$ cat src/rtl/versat_accum_pkg.sv
// Shared definitions for the Versat windowed-reduction accumulator: op encodings and
// a width-generic saturating adder.
package versat_accum_pkg;

  localparam logic [1:0] OP_MAX = 2'b00;
  localparam logic [1:0] OP_MIN = 2'b01;
  localparam logic [1:0] OP_SUM = 2'b10;

  // Widest datapath sat_add supports; operands live in the low data_w bits.
  localparam int unsigned SAT_MAX_W = 32;

  function automatic logic [SAT_MAX_W-1:0] sat_add(input logic [SAT_MAX_W-1:0] a,
                                                   input logic [SAT_MAX_W-1:0] b,
                                                   input logic              is_signed,
                                                   input int unsigned       data_w);
    logic [SAT_MAX_W:0]   sum;
    logic [SAT_MAX_W-1:0] mask;
    logic [SAT_MAX_W-1:0] pos_max;
    logic [SAT_MAX_W-1:0] neg_min;
    mask    = (data_w >= SAT_MAX_W) ? '1 : ((SAT_MAX_W'(1) << data_w) - SAT_MAX_W'(1));
    sum     = {1'b0, a & mask} + {1'b0, b & mask};
    pos_max = mask >> 1;
    neg_min = pos_max + SAT_MAX_W'(1);
    if (is_signed) begin
      // Overflow only when both operands share a sign that the result lacks.
      if ((a[data_w-1] == b[data_w-1]) && (sum[data_w-1] != a[data_w-1])) begin
        return a[data_w-1] ? neg_min : pos_max;
      end
      return sum[SAT_MAX_W-1:0] & mask;
    end
    if (sum[data_w]) begin
      return mask;
    end
    return sum[SAT_MAX_W-1:0] & mask;
  endfunction

endpackage

$ cat src/rtl/accum_reduce_alu.sv
// Combinational reduction step: picks the next accumulator value from the running
// result and the incoming sample.
module accum_reduce_alu
  import versat_accum_pkg::*;
#(
  parameter int unsigned DATA_W = 8
) (
  input  logic [DATA_W-1:0] i_acc,
  input  logic [DATA_W-1:0] i_in,
  input  logic [1:0]        i_op,
  input  logic              i_is_signed,
  input  logic              i_first,
  output logic [DATA_W-1:0] o_acc_next
);

  logic w_acc_lt_in;

  always_comb begin
    w_acc_lt_in = i_is_signed ? ($signed(i_acc) < $signed(i_in)) : (i_acc < i_in);
    o_acc_next  = i_in;
    if (!i_first) begin
      case (i_op)
        OP_MIN:  o_acc_next = w_acc_lt_in ? i_acc : i_in;
        OP_SUM:  o_acc_next = DATA_W'(sat_add(SAT_MAX_W'(i_acc), SAT_MAX_W'(i_in),
                                              i_is_signed, DATA_W));
        // Reserved encoding behaves as max.
        default: o_acc_next = w_acc_lt_in ? i_in : i_acc;
      endcase
    end
  end

endmodule

$ cat src/rtl/f_accum_reduce.sv
// Windowed max/min/saturating-sum reducer with a start delay and an end-of-window flag.
// Counters, captured configuration and output registers live here.
module f_accum_reduce
  import versat_accum_pkg::*;
#(
  parameter int unsigned DATA_W   = 8,
  parameter int unsigned DELAY_W  = 7,
  parameter int unsigned STRIDE_W = 7
) (
  input  logic                clk,
  input  logic                rst,
  input  logic                run,
  input  logic                running,
  input  logic [1:0]          op,
  input  logic                isSigned,
  input  logic [STRIDE_W-1:0] strideMinusOne,
  input  logic [DELAY_W-1:0]  delay0,
  input  logic [DATA_W-1:0]   in0,
  output logic [DATA_W-1:0]   out0,
  output logic                windowEnd
);

  logic [1:0]          r_op;
  logic                r_is_signed;
  logic [STRIDE_W-1:0] r_stride;
  logic [DELAY_W-1:0]  r_delay_cnt;
  logic [STRIDE_W-1:0] r_win_cnt;
  logic [DATA_W-1:0]   r_acc;
  logic                r_win_end;

  logic                w_first;
  logic                w_last;
  logic [DATA_W-1:0]   w_acc_next;

  assign w_first = (r_win_cnt == '0);
  assign w_last  = (r_win_cnt == r_stride);

  accum_reduce_alu #(
    .DATA_W (DATA_W)
  ) u_alu (
    .i_acc       (r_acc),
    .i_in        (in0),
    .i_op        (r_op),
    .i_is_signed (r_is_signed),
    .i_first     (w_first),
    .o_acc_next  (w_acc_next)
  );

  always_ff @(posedge clk or posedge rst) begin
    if (rst) begin
      r_op        <= '0;
      r_is_signed <= 1'b0;
      r_stride    <= '0;
      r_delay_cnt <= '0;
      r_win_cnt   <= '0;
      r_acc       <= '0;
      r_win_end   <= 1'b0;
    end else if (run) begin
      // Restart discards any partial window; out0 keeps its last value.
      r_op        <= op;
      r_is_signed <= isSigned;
      r_stride    <= strideMinusOne;
      r_delay_cnt <= delay0;
      r_win_cnt   <= '0;
      r_win_end   <= 1'b0;
    end else if (running) begin
      if (r_delay_cnt != '0) begin
        r_delay_cnt <= r_delay_cnt - DELAY_W'(1);
        r_win_end   <= 1'b0;
      end else begin
        r_acc     <= w_acc_next;
        r_win_end <= w_last;
        r_win_cnt <= w_last ? '0 : r_win_cnt + STRIDE_W'(1);
      end
    end else begin
      r_win_end <= 1'b0;
    end
  end

  assign out0      = r_acc;
  assign windowEnd = r_win_end;

endmodule

$ cat config.mk
export PLATFORM = sky130hd
export DESIGN_NAME = f_accum_reduce
export DESIGN_NICKNAME = d
export VERILOG_FILES = /design/src/rtl/versat_accum_pkg.sv /design/src/rtl/accum_reduce_alu.sv /design/src/rtl/f_accum_reduce.sv
export SDC_FILE = /design/constraint.sdc
export NUM_CORES = 1
export LEC_CHECK = 0
export ABC_AREA = 0
export ABC_CLOCK_PERIOD_IN_PS = 3600
export CORE_MARGIN = 3
export CORE_UTILIZATION = 45
export CTS_CLUSTER_SIZE = 12
export DETAILED_ROUTE_END_ITERATION = 10
export PLACE_DENSITY = 0.74
export SLEW_MARGIN = 20
export SYNTH_ARGS = -nofsm -noshare
export SYNTH_HDL_FRONTEND = slang
export SYNTH_SLANG_ARGS = --single-unit
$ cat constraint.sdc
create_clock -name clk -period 3.6 [get_ports clk]
set_input_delay 0.72 -clock clk [delete_from_list [all_inputs] [get_ports clk]]
set_output_delay 0.72 -clock clk [all_outputs]
set_load 0.05 [all_outputs]
# --- Word level (Yosys, flattened, before mapping) ---
# Index checks and enable logic that the tools add are counted.
word_totals:
  reg_bits: 33
  inputBits: 29
op_classes:
  add_sub_neg: 3
  order_cmp: 2
  eq_ne: 7
  muxes: 33
  n_bitwise: 2
  reduce_logical: 9
op_table:
  columns: ["cell", "n"]
  rows:
  - ["$mux 8", 10]
  - ["$mux 7", 7]
  - ["$lt 8x8->1", 2]
  - ["$pmux 8 s2", 1]
  - ["$mux 1", 15]
  - ["$add 8x8->9", 1]
  - ["$add 7x1->7 const B", 1]
  - ["$eq 7x7->1", 1]
  - ["$logic_not 7->1", 1]
  - ["$reduce_bool 7->1", 1]
  - ["$sub 7x1->7 const B", 1]
  - ["$reduce_and 5->1", 1]
  - ["$reduce_and 2->1", 2]
  - ["$reduce_bool 2->1", 2]
  - ["$reduce_bool 4->1", 1]
  - ["$ne 3x2->1 const B", 1]
  - ["$eq 2x1->1 const B", 1]
  - ["$eq 2x2->1 const B", 1]
  - ["$ne 2x2->1 const B", 1]
  - ["$not 1->1", 2]
  - ["$eq 1x1->1", 1]
  - ["$logic_and 1x1->1", 1]
  - ["$ne 1x1->1", 1]

# --- Longest topological paths before layout ---
# Gate-level depths: netlist of run 1.
logic_depth:
  depth_word: 14
  ltp_mapped: 10

# --- Modules after synthesis ---
# Synthesis of run 1 repeated with hierarchy kept, for this count alone.
hier_totals:
  hier_cells: 341
  hier_area_um2: 2871.5
modules_own_cells:
  columns: ["module", "instances", "cells_per_inst", "area_per_inst_um2", "seq_area_each_um2"]
  rows:
  - ["f_accum_reduce", 1, 164, 1655.3, 825.8]
  - ["accum_reduce_alu", 1, 177, 1216.2, 0.0]

# --- Worst setup path after synthesis of run 1 ---
# No wires, ideal clock.
synth_path:
  path_kind: "reg2reg"
  start: "register r_acc[0] (netlist: out0[0])"
  end: "register r_acc[2] (netlist: out0[2])"
  setup_time_ns: 0.095
  t_arrival_ns: 2.627
  required_ns: 3.505
  path_slack_ns: 0.877
  stages_incl_launch_ff: 10
  n_path_buf: 0
  synth_period_minus_slack_ns: 2.723
  path_cell_list: "dfrtp_1 ha_1 inv_1 fa_1 o21ba_1 or4_4 a311oi_4 or2b_2 a21oi_1 o31ai_1"
synth_between:
  elab_chain_cells: 14
  elab_cells_between_ends: 24
  classes_between: "add/sub (1); order compare (2); eq/ne (2); mux (16); reduce/logical (3)"
synth_lines:
  columns: ["item", "line_no", "rtl"]
  rows:
  - ["start: declaration", "f_accum_reduce.sv:28", "logic [DATA_W-1:0] r_acc;"]
  - ["start signal: assignment", "f_accum_reduce.sv:71", "r_acc <= w_acc_next;"]
  - ["$add 8x8->9", "versat_accum_pkg.sv:21", "sum = {1'b0, a & mask} + {1'b0, b & mask};"]
  - ["$ne 1x1->1", "versat_accum_pkg.sv:26", "if ((a[data_w-1] == b[data_w-1]) && (sum[data_w-1] != a[data_w-1])) begin"]
  - ["$logic_and 1x1->1", "versat_accum_pkg.sv:26", null]
  - ["$mux 1", "versat_accum_pkg.sv:26", null]
  - ["$mux 1", "versat_accum_pkg.sv:24", "if (is_signed) begin"]
  - ["$mux 1", "accum_reduce_alu.sv:22", "case (i_op)"]
  - ["$mux 1", "accum_reduce_alu.sv:21", "if (!i_first) begin"]
  - ["$mux 8", "versat_accum_pkg.sv:29", "return sum[SAT_MAX_W-1:0] & mask;"]
  - ["$mux 8", "versat_accum_pkg.sv:24", null]
  - ["$mux 8", "versat_accum_pkg.sv:31", "if (sum[data_w]) begin"]
  - ["$mux 8", "versat_accum_pkg.sv:34", "return sum[SAT_MAX_W-1:0] & mask;"]
  - ["$mux 8", "versat_accum_pkg.sv:31", null]
  - ["$pmux 8 s2", "accum_reduce_alu.sv:22", null]
  - ["$mux 8", "accum_reduce_alu.sv:21", null]
# Several ways; a longest one is shown, not always the timed one. The select of a mux whose other input is x is not followed.
# A chain may end at the register's enable or synchronous reset.

# --- Worst setup path in the final report of run 1 ---
layout_path:
  start: "input port in0[0]"
  end: "register r_acc[4] (netlist: out0[4])"
layout_between:
  elab_chain_cells: 14
  elab_cells_between_ends: 24
  classes_between: "add/sub (1); order compare (2); eq/ne (2); mux (16); reduce/logical (3)"
layout_lines:
  columns: ["item", "line_no", "rtl"]
  rows:
  - ["start: declaration", "f_accum_reduce.sv:18", "input logic [DATA_W-1:0] in0,"]
  - ["$add 8x8->9", "versat_accum_pkg.sv:21", null]
  - ["$ne 1x1->1", "versat_accum_pkg.sv:26", null]
  - ["$logic_and 1x1->1", "versat_accum_pkg.sv:26", null]
  - ["$mux 1", "versat_accum_pkg.sv:26", null]
  - ["$mux 1", "versat_accum_pkg.sv:24", null]
  - ["$mux 1", "accum_reduce_alu.sv:22", null]
  - ["$mux 1", "accum_reduce_alu.sv:21", null]
  - ["$mux 8", "versat_accum_pkg.sv:29", null]
  - ["$mux 8", "versat_accum_pkg.sv:24", null]
  - ["$mux 8", "versat_accum_pkg.sv:31", null]
  - ["$mux 8", "versat_accum_pkg.sv:34", null]
  - ["$mux 8", "versat_accum_pkg.sv:31", null]
  - ["$pmux 8 s2", "accum_reduce_alu.sv:22", null]
  - ["$mux 8", "accum_reduce_alu.sv:21", null]
# Several ways; a longest one is shown, not always the timed one. The select of a mux whose other input is x is not followed.

==> flow_summary.yaml, run 1 <==
worst_setup_path:
  cp.required_ns: 3.80
  worstSetupStartpointType: "primary input"
  crit_fanout: 4
  reg2reg_depth: 9
  critPathArrivalTime_ns: 3.28
  cp-end-kind: "flop"
  path_class: "in2reg"
global_routing:
  grt_pass1_wl_um: 8445
  grt_max_degree: 34
  grt_pass1_vias: 1902
  gr-usage-all-layers_pct: 16.91
  gr-total-overflow: 0
  antenna_found_initial: 0
route:
  ant_nets: 0
  drt-pass1-iter-count: 4
  drc_errors: 0
  met1Wirelength_um: 2401
  num_vias: 1980
  drt_iter0_drc: 121
  met3_length_um: 193
  wl_per_cell_um: 13.65
  wl_um: 5161
  top_layer: "met4"
  wl_met2_um: 2514
  via_per_inst: 5.238
place:
  post-place-ws_ns: 0.2149
  place_congestion: 0.8955
  portBuffers: 37
  dp_hpwl_um: 3923
clock_tree:
  cts.sinks: 33
  clk_path_buf_depth: 2
  htree_levels: 2
  tritoncts: "done"
  cts_root_buffer: "clkbuf_8"
  path_clk_slew_ns: 0.07
  cts_buffers: 5
  clk_latency_ns: 0.29
  cts_resized: 0
  cts_setup_buffers: 0
  ctsHoldBuffers: 0
sta:
  fin_crit_ns: 3.087
  skew_ns: 0.005293
  final-setup-viol-count: 0
  fin_setup_tns_ns: 0
  layout_setup_ws_ns: 0.5134
  rsz0062_at_grt: "no"
  timing.final.crit_share_pct: 85.74
  hold_viol_final: 0
  holdWs_ns: 0.5363
  worstMarginPinSlew_ns: 0.5120
  final_max_slew_viol_count: 0
  slew-limit-headroom_pct: 65.76
  max_freq_mhz: 324.0
die:
  rows: 26
  floorplan.initialDensity_pct: 46.95
  die_h_um: 79.47
  die-area_mm2: 0.006315
  core_mm2: 0.005172
  die_x_um: 79.47
  ios: 38
final_layout:
  final_common_cell: "clkdlybuf4s50_1"
  num-nets-final: 359
  most-common-layout-cells: "37 x clkdlybuf4s50_1, 33 x dfrtp_1, 30 x nand2_1"
  syn2layout_area_growth_pct: 23.13
  drive_above_1_share_pct: 10.71
  insertedDiodeCount: 0
power_and_ir_drop:
  switchingPower_uw: 485.9
  internal-power_uw: 864.1
  switching_share_pct: 35.99
  seqPwrFrac_pct: 33.8
  pwr-share-comb_pct: 39.3
  ir_worst_vdd_v: 0.0002537
  p_leak_nw: 1.325
  clkPwrFrac_pct: 26.9
  power_density_mw_per_mm2: 451.4
logic_synthesis:
  synth.avg_cell_area_um2: 9.130
  yosys_most_used_dff: "dfrtp_1"
  synth-seq-cells: 33
  syn_area_mm2: 0.002429
  yosysUniqueCellTypes: 53
  synth_top_area_share_pct: 34.00
  ys_warn_count: 0
  postSynth.asyncResetShare_pct: 100.0
  syn-num-nets: 318
  synth_edf_count: 0
  yosysTopAreaCell: "dfrtp_1"
  syn_inst: 266
  synth.area.top_cells: "dfrtp_1 34%, ha_1 11%, nand2_1 4.6%, o21ai_0 4.1%, xnor2_1 4.0%"
  synth-seq-area-share_pct: 34.00
hold_path:
  whs_path_depth: 1
  hold_class: "reg2reg"
run:
  maxCapViolCount: 0
outcome:
  status: "finished clean"
-- registers in the layout, indices dropped and copies added, names as in the netlist --
register     cells
windowEnd        1
r_stride         7
out0             8
r_is_signed      1
r_win_cnt        7
r_op             2
r_delay_cnt      7
-- worst max-delay path, cell delays in order --
cell and delay [ns]:
clkdlybuf4s50_1 0.51, ha_1 0.17, inv_1 0.05, fa_1 0.39, o21ba_1 0.20, or4_4 0.44
a311oi_4 0.29, or2b_2 0.21, a21oi_1 0.05, o31ai_1 0.23
-- path summary, 6_finish.rpt --
check | startpoint | to | slack (ns)
worst max-delay path | in0[0] | out0[4] | 0.51
worst min-delay path | r_stride[1] | r_stride[1] | 0.54
worst max register to register | out0[0] | out0[4] | 1.07
worst min register to register | r_stride[1] | r_stride[1] | 0.54
max in group asynchronous | rst | r_win_cnt[5] | 2.49
min in group asynchronous | rst | out0[2] | 0.82
-- metrics by stage --
stage                     util, %  cell area [um^2]  power [mW]  cells
final                       57.81              2990       1.350    378
after global routing        57.81              2990       1.425    378
after CTS                   57.81              2990       1.358    378
after detailed placement    55.56              2874      0.9901    370
after global placement      55.56              2874      0.9802    370
after floorplan                 -              2429      0.8402    266
-- per-layer routing --
layer | up-vias | global-route usage, %
met4 | 0 | 4.639
met2 | 34 | 29.13
met5 | - | 0
li1 | 1013 | -
met3 | 6 | 4.515
met1 | 927 | 20.70
-- logic make-up after synthesis --
| kind of cell | Yosys count | synth area share, % |
|---|---|---|
| XOR/XNOR | 19 | 6.852 |
| multiplexers | 9 | 4.276 |
| adder cells (fa/ha/maj) | 23 | 12.16 |
| flip-flops | 33 | 34.00 |
| buffers and inverters | 27 | 4.842 |
| AO/OA/AOI/OAI | 60 | 17.05 |
| AND/OR/NAND/NOR | 95 | 20.81 |
-- power by group through the flow --
stage	registers [mW]	logic (mW)	clock network (mW)
detailed placement	0.464	0.526	0
global placement	0.461	0.519	0
CTS	0.457	0.532	0.368
finish	0.457	0.531	0.363
global route	0.463	0.575	0.386
floorplan	0.533	0.308	0
-- cell usage after synthesis, types with 3 or more instances --
master,number
o21ai_0,20
nand3_1,8
xnor2_1,11
nor3_1,4
clkbuf_1,3
nand2b_1,3
xor2_1,8
o21ai_1,7
mux2_2,7
and3_1,3
a21oi_1,10
ha_1,22
nor2_1,17
and2_1,3
nor4_1,7
nand2_1,30
inv_1,20
o31ai_1,7
dfrtp_1,33
-- area by class of cell --
type / count / area [um^2]
well taps: 70 / 87.58
fillers: 446 / 2182
flip-flops and latches: 33 / 825.8
repair buffers: 41 / 400.4
multi-input cells: 206 / 1485
clock inverters: 1 / 30.03
inverters: 20 / 75.07
clock buffers: 7 / 86.33
Note: power is estimated with default switching activity, not from simulation.
==> inputs of run 2 (changes only) <==
--- a/config.mk
+++ b/config.mk
@@ -12,6 +12,7 @@
 export CTS_CLUSTER_SIZE = 12
 export DETAILED_ROUTE_END_ITERATION = 10
 export PLACE_DENSITY = 0.74
+export SKIP_LAST_GASP = 1
 export SLEW_MARGIN = 20
 export SYNTH_ARGS = -nofsm -noshare
 export SYNTH_HDL_FRONTEND = slang
==> results of run 2 <==
Same layout as run 1: the final DEF is identical, and so are final timing and power.
==> inputs of run 3 (changes only) <==
--- a/config.mk
+++ b/config.mk
@@ -9,9 +9,10 @@
 export ABC_CLOCK_PERIOD_IN_PS = 3600
 export CORE_MARGIN = 3
 export CORE_UTILIZATION = 45
+export CTS_BUF_LIST = sky130_fd_sc_hd__clkbuf_8 sky130_fd_sc_hd__clkbuf_16
 export CTS_CLUSTER_SIZE = 12
 export DETAILED_ROUTE_END_ITERATION = 10
-export PLACE_DENSITY = 0.74
+export PLACE_DENSITY = 0.69
 export SKIP_LAST_GASP = 1
 export SLEW_MARGIN = 20
 export SYNTH_ARGS = -nofsm -noshare
==> flow_summary.yaml, run 3 (synthesis gave the netlist of run 1 again) <==
outcome:
  status: "finished clean"
route:
  met3_length_um: 243
  num_vias: 1965
  via_per_inst: 5.212
  wl_um: 5183
  wl_per_cell_um: 13.75
  drt-pass1-iter-count: 4
  drc_errors: 0
  ant_nets: 0
  met1Wirelength_um: 2551
  wl_met2_um: 2331
  top_layer: "met4"
  drt_iter0_drc: 111
sta:
  final-setup-viol-count: 0
  timing.final.crit_share_pct: 86.35
  final_max_slew_viol_count: 0
  layout_setup_ws_ns: 0.4915
  rsz0062_at_grt: "no"
  fin_setup_tns_ns: 0
  skew_ns: 0.004181
  hold_viol_final: 0
  max_freq_mhz: 321.7
  slew-limit-headroom_pct: 62.65
  worstMarginPinSlew_ns: 0.5596
  fin_crit_ns: 3.108
worst_setup_path:
  path_class: "in2reg"
  critPathArrivalTime_ns: 3.30
  cp-end-kind: "flop"
  cp.required_ns: 3.80
  slowest_delay_ns: 0.51
  crit_fanout: 4
  critPathSlowestCell: "clkdlybuf4s50_1"
  worstSetupStartpointType: "primary input"
  cp_cell_sequence: "clkdlybuf4s50_1 > ha_1 > inv_1 > fa_1 > o21ba_1 > or4_4 > a311oi_4 > or2b_2 > a21oi_1 > o31ai_1"
die:
  floorplan.initialDensity_pct: 46.95
  core_mm2: 0.005172
  ios: 38
  die_x_um: 79.47
  die_h_um: 79.47
  rows: 26
  die-area_mm2: 0.006315
final_layout:
  drive_above_1_share_pct: 10.42
  final_common_cell: "clkdlybuf4s50_1"
  multiInputGateArea_mm2: 0.001485
  syn2layout_area_growth_pct: 22.82
  num-nets-final: 358
  largest_reg_flops: 8
  seq_area_um2: 825.8
  most-common-layout-cells: "37 x clkdlybuf4s50_1, 33 x dfrtp_1, 30 x nand2_1"
  n_fill_cell: 462
  insertedDiodeCount: 0
place:
  place_congestion: 0.8662
  post-place-ws_ns: 0.1582
  dp_hpwl_um: 4050
  portBuffers: 37
global_routing:
  gr-total-overflow: 0
  gr-usage-all-layers_pct: 17.30
  grt_pass1_wl_um: 8673
  antenna_found_initial: 0
  grt_max_degree: 26
  grt_pass1_vias: 1882
hold_path:
  hold_class: "reg2reg"
clock_tree:
  ctsHoldBuffers: 0
  clk_path_buf_depth: 2
  clk_latency_ns: 0.29
  cts_root_buffer: "clkbuf_8"
  cts_setup_buffers: 0
  cts_resized: 0
  path_clk_slew_ns: 0.07
  cts_buffers: 5
  htree_levels: 2
  tritoncts: "done"
  cts.sinks: 33
run:
  maxCapViolCount: 0
power_and_ir_drop:
  p_leak_nw: 1.324
  ir_worst_vdd_v: 0.0002203
  power_density_mw_per_mm2: 450.4
## run 3: final cells by class
cell class,count,area share [%]
Multi-Input combinational cell,206,49.79
Sequential cell,33,27.68
Timing Repair Buffer,40,13.17
Tap cell,70,2.936
Clock buffer,6,2.768
Inverter,20,2.517
Clock inverter,2,1.133
## run 3: layer usage
metal  vias to the layer above  global-route usage [%]
li1                       1003                       -
met1                       920                   23.48
met2                        36                   27.71
met3                         6                   3.950
met4                         0                   4.639
met5                         -                       0
## run 3: critical path, delay by kind of cell
kind,cells,cell delay (ns)
AO/OA/AOI/OAI,4,0.78
adder cells (fa/ha/maj),2,0.58
buffers and inverters,2,0.57
AND/OR/NAND/NOR,2,0.65
## run 3: path summary, 6_finish.rpt
| path | startpoint | endpoint | slack (ns) | depth (start not counted) |
|---|---|---|---|---|
| max in group asynchronous | rst | out0[6] | 2.16 | 3 |
| min | out0[0] | out0[0] | 0.54 | 2 |
| min reg2reg | out0[0] | out0[0] | 0.54 | 2 |
| max | in0[0] | out0[4] | 0.49 | 10 |
| min in group asynchronous | rst | r_win_cnt[4] | 0.78 | 2 |
| max reg2reg | out0[7] | out0[7] | 1.01 | 9 |
## run 3: where the power goes
group          total [mW]  internal [mW]  switching, mW
clock               0.364          0.223          0.141
sequential          0.465          0.414         0.0518
combinational       0.514          0.221          0.293
## run 3: metrics by stage
step	std cells	cell area [um^2]	util, %	power [mW]	hold WS [ns]
finish	377	2983	57.67	1.344	0.5399
global route	377	2983	57.67	1.421	0.5594
CTS	377	2983	57.67	1.352	0.5418
detailed placement	369	2867	55.42	0.9851	0.5258
global placement	369	2867	55.42	0.9772	0.5150
floorplan	266	2429	-	0.8402	0.4872
